--- src/rtl/pad_pixel_streamer.sv ---
// pad_pixel_streamer
//   Producer side of the 5x5 window line buffer. For each channel it reads an
//   NxN feature map (N = 28/14/7) from activation memory and emits it in raster
//   order, surrounded by a zero border `padding` pixels wide. A one-cycle flush
//   (window_done) follows each channel. end_of_layer marks the flush of the
//   last channel.
//
// Ports
//   clk, rst             clock; synchronous active-low reset
//   start                1-cycle pulse; samples layer_fifosize, base_addr, num_ch
//   layer_fifosize[5:0]  N (legal: 28, 14, 7)
//   base_addr            address of pixel (ch0,0,0)
//   num_ch               channel count (0 is treated as 1)
//   hold                 back-pressure; freezes the issue stage
//   mem_rd_en/mem_addr   memory read request; mem_rdata is valid one cycle later
//   mem_rdata            memory read data
//   input_pixel, wr_en   pixel write to the line buffer (1-cycle latency from issue)
//   window_done          buffer clear; coincides with the flush write
//   end_of_layer         set with the flush of the last channel
//   busy                 FSM not idle
//   cfg_err              1-cycle pulse on start with an illegal N
//   perf_wr_cnt[31:0]    saturating wr_en count (only with PAD_STREAM_PERF_EN)
//
// Build option: define PAD_STREAM_PERF_EN to add perf_wr_cnt.
module pad_pixel_streamer #(
    parameter int bitsize    = 14,
    parameter int maxfiforaw = 28,
    parameter int padding    = 2,
    parameter int ADDR_W     = 16,
    parameter int CH_W       = 8
) (
    input  logic               clk,
    input  logic               rst,
    input  logic               start,
    input  logic [5:0]         layer_fifosize,
    input  logic [ADDR_W-1:0]  base_addr,
    input  logic [CH_W-1:0]    num_ch,
    input  logic               hold,
    output logic               mem_rd_en,
    output logic [ADDR_W-1:0]  mem_addr,
    input  logic [bitsize-1:0] mem_rdata,
    output logic [bitsize-1:0] input_pixel,
    output logic               wr_en,
    output logic               window_done,
    output logic               end_of_layer,
    output logic               busy,
    output logic               cfg_err
`ifdef PAD_STREAM_PERF_EN
    ,
    output logic [31:0]        perf_wr_cnt
`endif
);

    localparam int CW = (maxfiforaw + 2*padding + 1 > 64) ? $clog2(maxfiforaw + 2*padding + 1) : 6;
    localparam logic [CW-1:0] PAD = CW'(padding);

    typedef enum logic [1:0] {IDLE, STREAM, FLUSH} state_t;

    state_t            state_q, state_d;
    logic [CW-1:0]     row_q, row_d, col_q, col_d;
    logic [CW-1:0]     n_q, n_d;
    logic [CH_W-1:0]   ch_q, ch_d, ch_last_q, ch_last_d;
    logic [ADDR_W-1:0] rd_ptr_q, rd_ptr_d;

    logic              interior, last_pos_edge_col, last_row;
    logic              issue, flush_go, start_bad;
    logic              wr_en_q, int_q, wd_q, eol_q, cfg_err_q;

    assign interior = (row_q >= PAD) && (row_q < n_q + PAD) &&
                      (col_q >= PAD) && (col_q < n_q + PAD);
    assign last_pos_edge_col = (col_q == n_q + PAD + PAD - CW'(1));
    assign last_row          = (row_q == n_q + PAD + PAD - CW'(1));

    always_comb begin
        state_d   = state_q;
        row_d     = row_q;
        col_d     = col_q;
        ch_d      = ch_q;
        rd_ptr_d  = rd_ptr_q;
        n_d       = n_q;
        ch_last_d = ch_last_q;
        issue     = 1'b0;
        flush_go  = 1'b0;
        start_bad = 1'b0;
        mem_rd_en = 1'b0;
        mem_addr  = '0;
        case (state_q)
            IDLE: begin
                if (start) begin
                    if (layer_fifosize == 6'd28 || layer_fifosize == 6'd14 || layer_fifosize == 6'd7) begin
                        n_d       = CW'(layer_fifosize);
                        ch_last_d = (num_ch == '0) ? '0 : num_ch - CH_W'(1);
                        rd_ptr_d  = base_addr;
                        row_d     = '0;
                        col_d     = '0;
                        ch_d      = '0;
                        state_d   = STREAM;
                    end else begin
                        start_bad = 1'b1;
                    end
                end
            end
            STREAM: begin
                if (!hold) begin
                    issue = 1'b1;
                    if (interior) begin
                        mem_rd_en = 1'b1;
                        mem_addr  = rd_ptr_q;
                        rd_ptr_d  = rd_ptr_q + ADDR_W'(1);
                    end
                    if (last_pos_edge_col) begin
                        col_d = '0;
                        if (last_row) begin
                            row_d   = '0;
                            state_d = FLUSH;
                        end else begin
                            row_d = row_q + CW'(1);
                        end
                    end else begin
                        col_d = col_q + CW'(1);
                    end
                end
            end
            FLUSH: begin
                if (!hold) begin
                    flush_go = 1'b1;
                    if (ch_q == ch_last_q) begin
                        state_d = IDLE;
                    end else begin
                        ch_d    = ch_q + CH_W'(1);
                        row_d   = '0;
                        col_d   = '0;
                        state_d = STREAM;
                    end
                end
            end
            default: state_d = IDLE;
        endcase
    end

    always_ff @(posedge clk) begin
        if (!rst) begin
            state_q   <= IDLE;
            row_q     <= '0;
            col_q     <= '0;
            n_q       <= '0;
            ch_q      <= '0;
            ch_last_q <= '0;
            rd_ptr_q  <= '0;
            wr_en_q   <= 1'b0;
            int_q     <= 1'b0;
            wd_q      <= 1'b0;
            eol_q     <= 1'b0;
            cfg_err_q <= 1'b0;
        end else begin
            state_q   <= state_d;
            row_q     <= row_d;
            col_q     <= col_d;
            n_q       <= n_d;
            ch_q      <= ch_d;
            ch_last_q <= ch_last_d;
            rd_ptr_q  <= rd_ptr_d;
            wr_en_q   <= issue | flush_go;
            int_q     <= issue & interior;
            wd_q      <= flush_go;
            eol_q     <= flush_go & (ch_q == ch_last_q);
            cfg_err_q <= start_bad;
        end
    end

    // Read data arrives one cycle after the request, i.e. in the same cycle as
    // the registered write strobe, so the pixel mux uses the live mem_rdata.
    assign input_pixel  = int_q ? mem_rdata : '0;
    assign wr_en        = wr_en_q;
    assign window_done  = wd_q;
    assign end_of_layer = eol_q;
    assign busy         = (state_q != IDLE);
    assign cfg_err      = cfg_err_q;

`ifdef PAD_STREAM_PERF_EN
    always_ff @(posedge clk) begin
        if (!rst) begin
            perf_wr_cnt <= '0;
        end else if (start && state_q == IDLE && state_d == STREAM) begin
            perf_wr_cnt <= '0;
        end else if (wr_en_q && perf_wr_cnt != '1) begin
            perf_wr_cnt <= perf_wr_cnt + 32'd1;
        end
    end
`endif

endmodule

--- config.mk ---
export PLATFORM = sky130hd
export DESIGN_NAME = pad_pixel_streamer
export DESIGN_NICKNAME = d
export VERILOG_FILES = /design/src/rtl/pad_pixel_streamer.sv
export SDC_FILE = /design/constraint.sdc
export NUM_CORES = 1
export LEC_CHECK = 0
export ABC_AREA = 1
export ABC_CLOCK_PERIOD_IN_PS = 2400
export CAP_MARGIN = 25
export CELL_PAD_IN_SITES_DETAIL_PLACEMENT = 1
export CELL_PAD_IN_SITES_GLOBAL_PLACEMENT = 2
export CORE_UTILIZATION = 27
export CTS_BUF_LIST = sky130_fd_sc_hd__clkbuf_4
export DETAILED_ROUTE_END_ITERATION = 16
export GPL_TIMING_DRIVEN = 0
export PLACE_DENSITY_LB_ADDON = 0.15
export SYNTH_ARGS = -nofsm -noshare
export SYNTH_HDL_FRONTEND = slang
export SYNTH_SLANG_ARGS = --single-unit
--- constraint.sdc ---
create_clock -name clk -period 2.4 [get_ports clk]
set_input_delay 0.24 -clock clk [delete_from_list [all_inputs] [get_ports clk]]
set_output_delay 0.24 -clock clk [all_outputs]
set_load 0.03 [all_outputs]
==> flow_summary.yaml <==
detailed_routing:
  ant_nets: 0
  avgRoutedWirePerCell_um: 14.0
  firstDrtPassIters: 5
  vias: 4333
  routed_wl_um: 13100
  viasPerCell: 4.60
  drt_iter0_drc: 134
  drc: 0
clocking:
  path_clk_slew_ns: 0.10
  root_buffer: "clkbuf_4"
  cts_buffers: 9
  cts_sinks: 57
  cts_tree: "built"
  clock_latency_ns: 0.43
  htree_levels: 3
  cts_buffer_depth: 2
worst_setup_path:
  reg2reg_to: "row_q[0]$_SDFFE_PN0P_"
  slowest_stage: "dfxtp_4"
  crit_chain: "inv_4 > ha_4 > ha_4 > inv_2 > nor2_2 > o21ai_2 > nand3_1 > nand2_2 > nand3_4 > nor2_4 > nand2_4 > buf_12 > nor2_4 > buf_6"
  cp-end-kind: "output port"
  cp.required_ns: 2.16
  crit_fanout: 5
  cp-endpoint: "mem_addr[14]"
  critPathLaunch: "n_q[1]$_SDFFE_PN0P_"
  rrSetupSlack_ns: 0.08
  max_stage_delay_ns: 0.39
  reg2reg_depth: 16
  worstSetupPathType: "reg -> out"
  r2r_start: "n_q[1]$_SDFFE_PN0P_"
  critPathArrivalTime_ns: 2.52
  crit_path_start_kind: "flip-flop"
timing:
  rsz0062_at_grt: "yes"
  period_share: 1.15
  period_minus_slack_ns: 2.76
  slew_headroom: 0.554
  hold_viol_final: 0
  tightest_slew_ns: 0.668
  clock.fmax_mhz: 362
  setup_ws_ns: -0.360
  finalMaxSlewViolations: 0
  finalSetupViolCount: 17
  fin_skew_ns: 0.0172
  fin_setup_tns_ns: -5.57
grt:
  grt_pass1_wl_um: 20900
  grt-ovfl-total: 0
  grt_usage: 0.179
  antenna_found_initial: 1
  grt_pass1_vias: 4251
  grt_max_degree: 11
status:
  status: "complete, but fails checks"
  failed_checks: "setup timing"
final_layout:
  multiInputGateArea_sq_um: 2650
  ff_latch_area_sq_um: 1150
  drive_gt1_frac: 0.156
  utilization: 0.398
  num-nets-final: 821
  fillCellCount: 1848
  final_cell_mix: "nand2_1, nor2_1, inv_1"
  layout_commonest_cell: "nand2_1"
  syn2layout_area_growth_pct: 41.6
floorplanning:
  dieHeight_um: 123
  core-area_sq_um: 14100
  start_util: 0.281
  dieWidth_um: 123
  pin_count: 84
  dieArea_sq_um: 15200
  row_count: 43
power:
  leakage_nw: 2.48
  irDropWorstVdd_mv: 0.252
  power_density_nw_per_um2: 527
logic_synthesis:
  synth_cell_types: 34
  synthSimpleGateAreaFrac: 0.398
  synth_compound_area_frac: 0.0858
  synth-seq-area-share: 0.288
  synth_area_sq_um: 3970
  synth_xor_area_frac: 0.0663
  async_flop_share: 0
  synth.net_count: 714
  syn_inst: 650
  synth_top_family_by_area: "simple AND/OR/NAND/NOR gates"
  synthFlopType: "dfxtp_1"
  synth.avg_cell_area_sq_um: 6.10
  yosys_warnings: 0
  ys_seq_elements: 57
  muxShareOfSynthArea: 0.00757
  synth-edff-count: 0
  synth_fa_ha_area_frac: 0.0505
place:
  dpl.hpwl_um: 10000
  portBuffers: 82
  gp_congestion: 0.779
job:
  cap_violations: 0
min_path:
  hp-class: "in -> reg"
[worst min-delay path by stage]
stage               depth (start not counted)  slack [ns]                      start                        end
floorplan                                   1        0.33          layer_fifosize[3]        n_q[0]$_SDFFE_PN0P_
global placement                            2        0.47      col_q[0]$_SDFFE_PN0P_      col_q[0]$_SDFFE_PN0P_
detailed placement                          2        0.47  ch_last_q[2]$_SDFFE_PN0P_  ch_last_q[2]$_SDFFE_PN0P_
CTS                                         3        0.29                        rst      col_q[0]$_SDFFE_PN0P_
global route                                3        0.33                        rst      col_q[0]$_SDFFE_PN0P_
finish                                      3        0.33                        rst      col_q[0]$_SDFFE_PN0P_
[sequential cells by signal, summed over array words and instances, names as in the netlist]
| signal | flops |
|---|---|
| rd_ptr_q | 16 |
| ch_last_q | 8 |
| ch_q | 8 |
| col_q | 6 |
| n_q | 6 |
| row_q | 6 |
| state_q | 2 |
| cfg_err | 1 |
| end_of_layer | 1 |
| int_q | 1 |
| window_done | 1 |
| wr_en | 1 |
[synth_stat cells (10+ instances only)]
cell,instances,area [sq um]
nand2_1,185,694
nor2_1,105,394
inv_1,77,289
dfxtp_1,57,1140
nand3_1,46,230
a21oi_1,33,165
o21ai_0,20,100
xor2_1,18,158
ha_1,16,200
nor3_1,12,60.1
xnor2_1,12,105
inv_2,10,37.5
[layer usage]
layer	part of all wire	GRT usage
met1	0.47	0.219
met4	0.014	0.0648
met5	0	0
met3	0.033	0.0254
met2	0.49	0.315
[cells by family after synthesis]
kind of cell             Yosys count
AND/OR/NAND/NOR                  375
buffers and inverters            105
AO/OA/AOI/OAI                     64
flip-flops                        57
XOR/XNOR                          30
adder cells (fa/ha/maj)           16
multiplexers                       3
[through the flow]
step | total power, W | setup WS (ns) | instance area (sq um) | std cells | hold slack, ns
floorplan | 0.00173 | -0.0431 | 4050 | 650 | 0.330
global placement | 0.00200 | -1.07 | 5100 | 912 | 0.469
detailed placement | 0.00204 | -1.12 | 5100 | 912 | 0.475
CTS | 0.00295 | -0.462 | 5470 | 938 | 0.286
global route | 0.00316 | -0.520 | 5610 | 942 | 0.332
finish | 0.00296 | -0.360 | 5610 | 942 | 0.333
[timing repair]
item / in CTS / in global routing
hold buffers: 0 / 0
cloned: 2 / 1
pin swaps: 13 / 16
resized for setup: 146 / 25
endpoints found under the setup margin: 43 / 37
setup buffers: 9 / 3
[worst max-delay path, delay by kind of cell, from the launching register on]
kind / cells / cell delay (ns)
simple gates: 7 / 0.67
fa+ha+maj: 2 / 0.50
flops: 1 / 0.39
buf+inv: 4 / 0.39
compound gates: 1 / 0.12
[area by class of cell]
class / count / area share
diodes: 1 / 0.000446
plain buffers: 17 / 0.0198
clock buffers: 11 / 0.0147
clock inverters: 4 / 0.0123
inverters: 88 / 0.0600
multi-input cells: 489 / 0.472
flip-flops and latches: 57 / 0.205
well taps: 180 / 0.0401
repair buffers: 95 / 0.176
[power breakdown]
group | total (W) | switching (W) | internal (W)
clock network | 0.000825 | 0.000390 | 0.000436
registers | 0.00113 | 0.0000941 | 0.00104
logic | 0.00101 | 0.000602 | 0.000403
total | 0.00296 | 0.00109 | 0.00188
Power figures use the tool's default switching activity.
==> patch 1: new RTL, same flow settings <==
Build with the macro `PAD_STREAM_PERF_EN` defined.
--- a/src/rtl/pad_pixel_streamer.sv
+++ b/src/rtl/pad_pixel_streamer.sv
@@ -22,6 +22,8 @@
 //   perf_wr_cnt[31:0]    saturating wr_en count (only with PAD_STREAM_PERF_EN)
 //
 // Build option: define PAD_STREAM_PERF_EN to add perf_wr_cnt.
+`define PAD_STREAM_PERF_EN
+
 module pad_pixel_streamer #(
     parameter int bitsize    = 14,
     parameter int maxfiforaw = 28,
Formal check against the unedited RTL (old outputs only; new: perf_wr_cnt): equivalent (equiv_simple and equiv_induct, registers matched by name and starting in step).
==> patch 1 against the original RTL <==
- the run still ends with setup timing left
- global-route usage up 0.64 points
- register-to-register slack got worse by 300 ps
- critical path depth unchanged
- design area is 45% higher
- first-iteration DRC count increased by 50%
- routed wire length grew 55%
- setup slack got worse by 370 ps
- maximum frequency is 12% lower
- sequential cell count increased by 32
- synthesized area increased by 50%
- power up 3.0%
- non-clock buffer count up 45
- critical path type unchanged
==> patch 1: results (changes against the original RTL) <==
- CTS max path bufs: 2 (unchanged)
- Net count after synthesis: 989 (was 714)
- Most frequent cells after synthesis: 260 x nand2_1, 109 x nor2_1, 89 x dfxtp_1 (was 185 x nand2_1, 105 x nor2_1, 77 x inv_1)
- Relative slew slack: 46.28% (was 55.45%)
- Layout Skew: 25.97 ps (was 17.24 ps)
- Pre-antenna DRT Iters: 6 (was 5)
- Layout Nets: 1131 (was 821)
- Async set or reset register ratio after synthesis: 0% (unchanged)
- First-pass GRT wire length: 32520 um (was 20870 um)
- Layout cell share with drive strength beyond 1: 17.18% (was 15.64%)
- Port-buffer cells: 115 (was 82)
- Worst-Skew Late Latency: 480 ps (was 430 ps)
- Dpl ws: -935.1 ps (was -1119 ps)
- Leakage: 3.072 nW (was 2.480 nW)
- Vias in the first global route: 6219 (was 4251)
- Maximum vdd drop: 0.1959 mV (was 0.2524 mV)
- Drt total wl: 20320 um (was 13140 um)
- Placer Congestion: 0.7805 (was 0.7791)
- TritonCTS buffer count: 9 (unchanged)
- EDFF count, synth: 0 (unchanged)
- Worst Path Arrival: 2890 ps (was 2520 ps)
- H-tree depth: 3 (unchanged)
- Post-synthesis sequential area ratio: 29.99% (was 28.78%)
- Clock Root Buffer: clkbuf_4 (unchanged)
- Clk slew on worst S/H paths: 160 ps (was 100 ps)
- Setup violators final: 34 (was 17)
- 1st-iter DRT viols: 201 (was 134)
- Largest regs: perf_wr_cnt x32, rd_ptr_q x16 (was rd_ptr_q x16, ch_last_q x8, ch_q x8)
- Synth top area cells: dfxtp_1 30%, nand2_1 16%, nor2_1 6.9% (was dfxtp_1 29%, nand2_1 18%, nor2_1 9.9%)
- Status: complete, but fails checks (unchanged)
- Violated checks: setup timing (unchanged)
- Yosys cell types: 43 (was 34)
- Via density: 4.653 (was 4.600)
- Largest net degree at the start of global routing: 15 (was 11)
- Total track usage: 18.49% (was 17.85%)
- CP peak stage delay: 440 ps (was 390 ps)
- Final WS setup: -727.0 ps (was -359.7 ps)
- Hold Crit Class: primary input to register (unchanged)
- Initial antenna violation count: 1 (unchanged)
- Worst-path maximum fanout: 8 (was 5)
- CP delay by family, top: simple AND/OR/NAND/NOR gates (unchanged)
- Ys Warns: 0 (unchanged)
- Slowest CP cell: dfxtp_4 (unchanged)
- DP Wirelength: 15730 um (was 10010 um)
- Main flop type after synthesis: dfxtp_1 (unchanged)
## patch 1: where the power goes
part           switching (mW)  internal [mW]  total, mW
Sequential             0.0403           1.51       1.55
Combinational           0.343          0.233      0.576
Clock                   0.581          0.341      0.921
## patch 1: path summary, 6_finish.rpt
check / end / cells after the start / slack, ps / startpoint
max: mem_addr[11] / 14 / -730 / n_q[1]
min: rd_ptr_q[9] / 5 / 390 / base_addr[9]
max reg2reg: rd_ptr_q[8] / 16 / -220 / n_q[1]
min reg2reg: ch_last_q[4] / 2 / 490 / ch_last_q[4]
## patch 1: kinds of logic (layout without fill, tap and decap cells)
| kind of cell | count (synthesis) | in the layout | synth area share, % |
|---|---|---|---|
| other | 0 | 1 | 0 |
| adder cells (fa/ha/maj) | 23 | 23 | 4.844 |
| flip-flops | 89 | 89 | 29.99 |
| AND/OR/NAND/NOR | 516 | 516 | 38.77 |
| AO/OA/AOI/OAI | 111 | 111 | 10.07 |
| XOR/XNOR | 51 | 51 | 7.519 |
| buffers and inverters | 128 | 275 | 8.804 |
## patch 1: area by class of cell
| cell class | count | area [um2] |
|---|---|---|
| buffer | 25 | 175.2 |
| inverter | 102 | 396.6 |
| timing repair buffer | 132 | 1346 |
| clock buffer | 11 | 82.58 |
| clock inverter | 5 | 55.05 |
| antenna | 1 | 2.502 |
| tap | 275 | 344.1 |
| fill | 2707 | 13120 |
| multi-input combinational | 701 | 3973 |
| sequential | 89 | 1789 |
## patch 1: per-layer routing
layer / global-route usage [%] / share of wire (%) / routed length (um) / vias to the layer above
met5: 0 / 0 / 0 / -
li1: - / - / - / 3219
met3: 3.152 / 2.6 / 531 / 6
met2: 31.75 / 48 / 9714 / 73
met4: 3.182 / 0.61 / 124 / 0
met1: 24.33 / 49 / 9954 / 2942
## patch 1: worst reg2reg max path, stage by stage, from the launching register on
cell and delay [ps]:
dfxtp_4 440, clkinvlp_4 150, ha_4 290, ha_1 270, nand2_1 60, nor2_1 40
o21ai_1 90, o211ai_1 120, nor2_2 140, nand3_2 150, buf_4 170, nand2_2 60
nand2_4 90, inv_4 90, bufbuf_16 250, nand2_1 60, a21oi_2 120
## patch 1: repair_timing
action,in CTS,in global routing
cloned,3,0
gates resized for setup,139,42
endpoints found under the setup margin,34,48
setup buffers,11,3
pin swaps,7,21
## patch 1: stage by stage
stage | cell area (um2) | std cells | hold WS, ps | setup TNS, ps
floorplan | 6142 | 918 | 319.3 | -687.0
global placement | 7637 | 1308 | 456.1 | -18770
detailed placement | 7637 | 1308 | 465.3 | -17690
CTS | 8008 | 1337 | 355.7 | -14010
global route | 8164 | 1341 | 380.4 | -20260
finish | 8164 | 1341 | 385.1 | -13150
==> patch 2: new RTL, same flow settings <==
Without the edit above. `n_q` and `ch_q` no longer have a reset.
--- a/src/rtl/pad_pixel_streamer.sv
+++ b/src/rtl/pad_pixel_streamer.sv
@@ -143,8 +143,6 @@
             state_q   <= IDLE;
             row_q     <= '0;
             col_q     <= '0;
-            n_q       <= '0;
-            ch_q      <= '0;
             ch_last_q <= '0;
             rd_ptr_q  <= '0;
             wr_en_q   <= 1'b0;
@@ -156,8 +154,6 @@
             state_q   <= state_d;
             row_q     <= row_d;
             col_q     <= col_d;
-            n_q       <= n_d;
-            ch_q      <= ch_d;
             ch_last_q <= ch_last_d;
             rd_ptr_q  <= rd_ptr_d;
             wr_en_q   <= issue | flush_go;
@@ -166,6 +162,11 @@
             eol_q     <= flush_go & (ch_q == ch_last_q);
             cfg_err_q <= start_bad;
         end
+    end
+
+    always_ff @(posedge clk) begin
+        n_q  <= n_d;
+        ch_q <= ch_d;
     end
 
     // Read data arrives one cycle after the request, i.e. in the same cycle as
Check against the original RTL: no difference found for any inputs over 10 cycles, from zero or initial values and one cycle with rst low; that may be too few to reach the edited logic, so the function may still have changed.
==> patch 2 against the original RTL <==
- the flow finishes with violations (DRC, setup timing)
- design area increased by 3.4%
- setup slack got worse by 67 ps
- synthesized cell count decreased by 0.77%
- final cell count increased by 0.74%
- global-route usage increased by 0.19 points
- critical path depth decreased by 1
- die area increased by 2.9%
- register-to-register slack got worse by 480 ps
- routed wire length increased by 2.0%
- synthesized area increased by 2.9%
- sequential share of layout area increased by 1.6 points
- sequential cell count unchanged
- highest routed layer unchanged
Power is not compared: it rests on default switching activity, and its combinational part moved more than twofold at a synthesized area within 25%.
==> patch 2: results (changes against the original RTL) <==
- Vias in the first global route: 4773 (was 4251)
- FF-to-FF path depth: 18 (was 16)
- Placed instance count: 911 (was 912)
- Worst Path Arrival: 2590 ps (was 2520 ps)
- Setup violators final: 31 (was 17)
- Layout Skew: 14.34 ps (was 17.24 ps)
- DRC Markers: 4 (was 0)
- Mapped Cells: 645 (was 650)
- Pre-antenna DRT Iters: 10 (was 5)
- Filler cells: 1896 (was 1848)
- Violated checks: DRC, setup timing (was setup timing)
- Worst-Skew Late Latency: 450 ps (was 430 ps)
- Worst r2r dst: state_q[0] (was row_q[0])
- Worst Hold Path EP: row_q[3] (was col_q[0])
- WL per Instance: 14.13 um (was 13.95 um)
- Total track usage: 18.04% (was 17.85%)
- Worst r2r src: n_q[1] (unchanged)
- Layout cell share with drive strength beyond 1: 17.41% (was 15.64%)
- First-pass GRT wire length: 22590 um (was 20870 um)
- Placer Congestion: 0.7503 (was 0.7791)
- Status: complete, but fails checks (unchanged)
- Drt total wl: 13410 um (was 13140 um)
- Final WS setup: -426.3 ps (was -359.7 ps)
- Net count after synthesis: 709 (was 714)
- Layout Nets: 823 (was 821)
- HP Start: rst (unchanged)
- Post-synthesis sequential area ratio: 31.39% (was 28.78%)
- Worst-Margin Slew: 646.4 ps (was 668.3 ps)
- Synth top area cells: dfxtp_1 21%, nand2_1 18%, edfxtp_1 10% (was dfxtp_1 29%, nand2_1 18%, nor2_1 9.9%)
- Maximum vdd drop: ~0.37 mV
- 1st-iter DRT viols: 129 (was 134)
- Dpl ws: -1026 ps (was -1119 ps)
- Via count: 4384 (was 4333)
- Most frequent cells after synthesis: 198 x nand2_1, 109 x nor2_1, 77 x inv_1 (was 185 x nand2_1, 105 x nor2_1, 77 x inv_1)
- R2r setup slk: -400 ps (was 80 ps)
- Largest regs: rd_ptr_q x16, ch_last_q x8, ch_q x8 (unchanged)
- EDFF count, synth: 14 (was 0)
- Yosys cell types: 37 (was 34)
-- patch 2: area by class of cell --
cell class / instances / area [um2] / share of cell area [%]
diodes: 1 / 2.502 / 0.04312
plain buffers: 13 / 103.9 / 1.790
clock buffers: 10 / 75.07 / 1.294
clock inverters: 6 / 82.58 / 1.423
inverters: 89 / 334.1 / 5.757
multi-input cells: 486 / 2663 / 45.88
flip-flops and latches: 57 / 1281 / 22.08
well taps: 184 / 230.2 / 3.967
repair buffers: 103 / 1031 / 17.77
-- patch 2: timing repair --
item / CTS / global route
setup endpoints to repair: 36 / 55
pin swaps: 15 / 6
buffers inserted: 18 / 2
gates cloned: 1 / 1
endpoints found under the hold margin: 0 / 0
gates resized for setup: 173 / 21
-- patch 2: critical path, stage by stage, from the launching register on --
cell	delay, ps
edfxtp_1	460
buf_4	180
buf_4	140
nand3_2	70
nand2_1	70
nand2_2	160
nand2_1	70
nand2_1	70
inv_2	40
a21oi_4	190
nand4_4	210
buf_8	220
nor2_4	100
buf_6	130
-- patch 2: how the worst max path moves through the flow --
stage               cells past startpoint           end   start
finish                                 13  mem_addr[14]  n_q[2]
global route                           13  mem_addr[14]  n_q[1]
CTS                                    12  mem_addr[14]  n_q[1]
detailed placement                     12  mem_addr[14]  n_q[1]
global placement                       12  mem_addr[12]  n_q[1]
floorplan                              11  mem_addr[10]  n_q[1]
-- patch 2: layer usage --
| metal | global-route usage [%] | vias up | wire (um) |
|---|---|---|---|
| met5 | 0 | - | 0 |
| met4 | 6.026 | 0 | 246 |
| met3 | 3.637 | 17 | 355 |
| met2 | 31.82 | 53 | 6527 |
| met1 | 21.88 | 2067 | 6277 |
| li1 | - | 2247 | - |
-- patch 2: power breakdown --
part	internal [mW]	leakage (nW)	switching, mW
registers	1.26	0.479	0.293
clock network	0.428	0.0862	0.404
logic	0.822	2.04	1.45
-- patch 2: kinds of logic (layout without fill, tap and decap cells) --
| group | after synthesis | after routing | synth area share (%) |
|---|---|---|---|
| AOI/OAI and AO/OA | 46 | 46 | 6.469 |
| DFF | 57 | 57 | 31.39 |
| other | 0 | 1 | 0 |
| and+or+nand+nor | 395 | 396 | 40.86 |
| muxes | 4 | 4 | 0.9810 |
| buffers and inverters | 103 | 221 | 10.24 |
| xor gates and xnor gates | 24 | 24 | 5.150 |
| adders and majority gates | 16 | 16 | 4.905 |
-- patch 2: per-stage QoR --
stage	hold WS, ps	cell area, um2	setup TNS (ps)	power, mW
6_report	250.7	5803	-10120	4.657
4_1_cts	231.4	5703	-11030	4.633
5_1_grt	259.4	5803	-15930	5.076
3_5_place_dp	480.1	5132	-17830	3.632
3_3_place_gp	470.5	5132	-16820	3.564
2_1_floorplan	338.9	4081	-1070	2.982
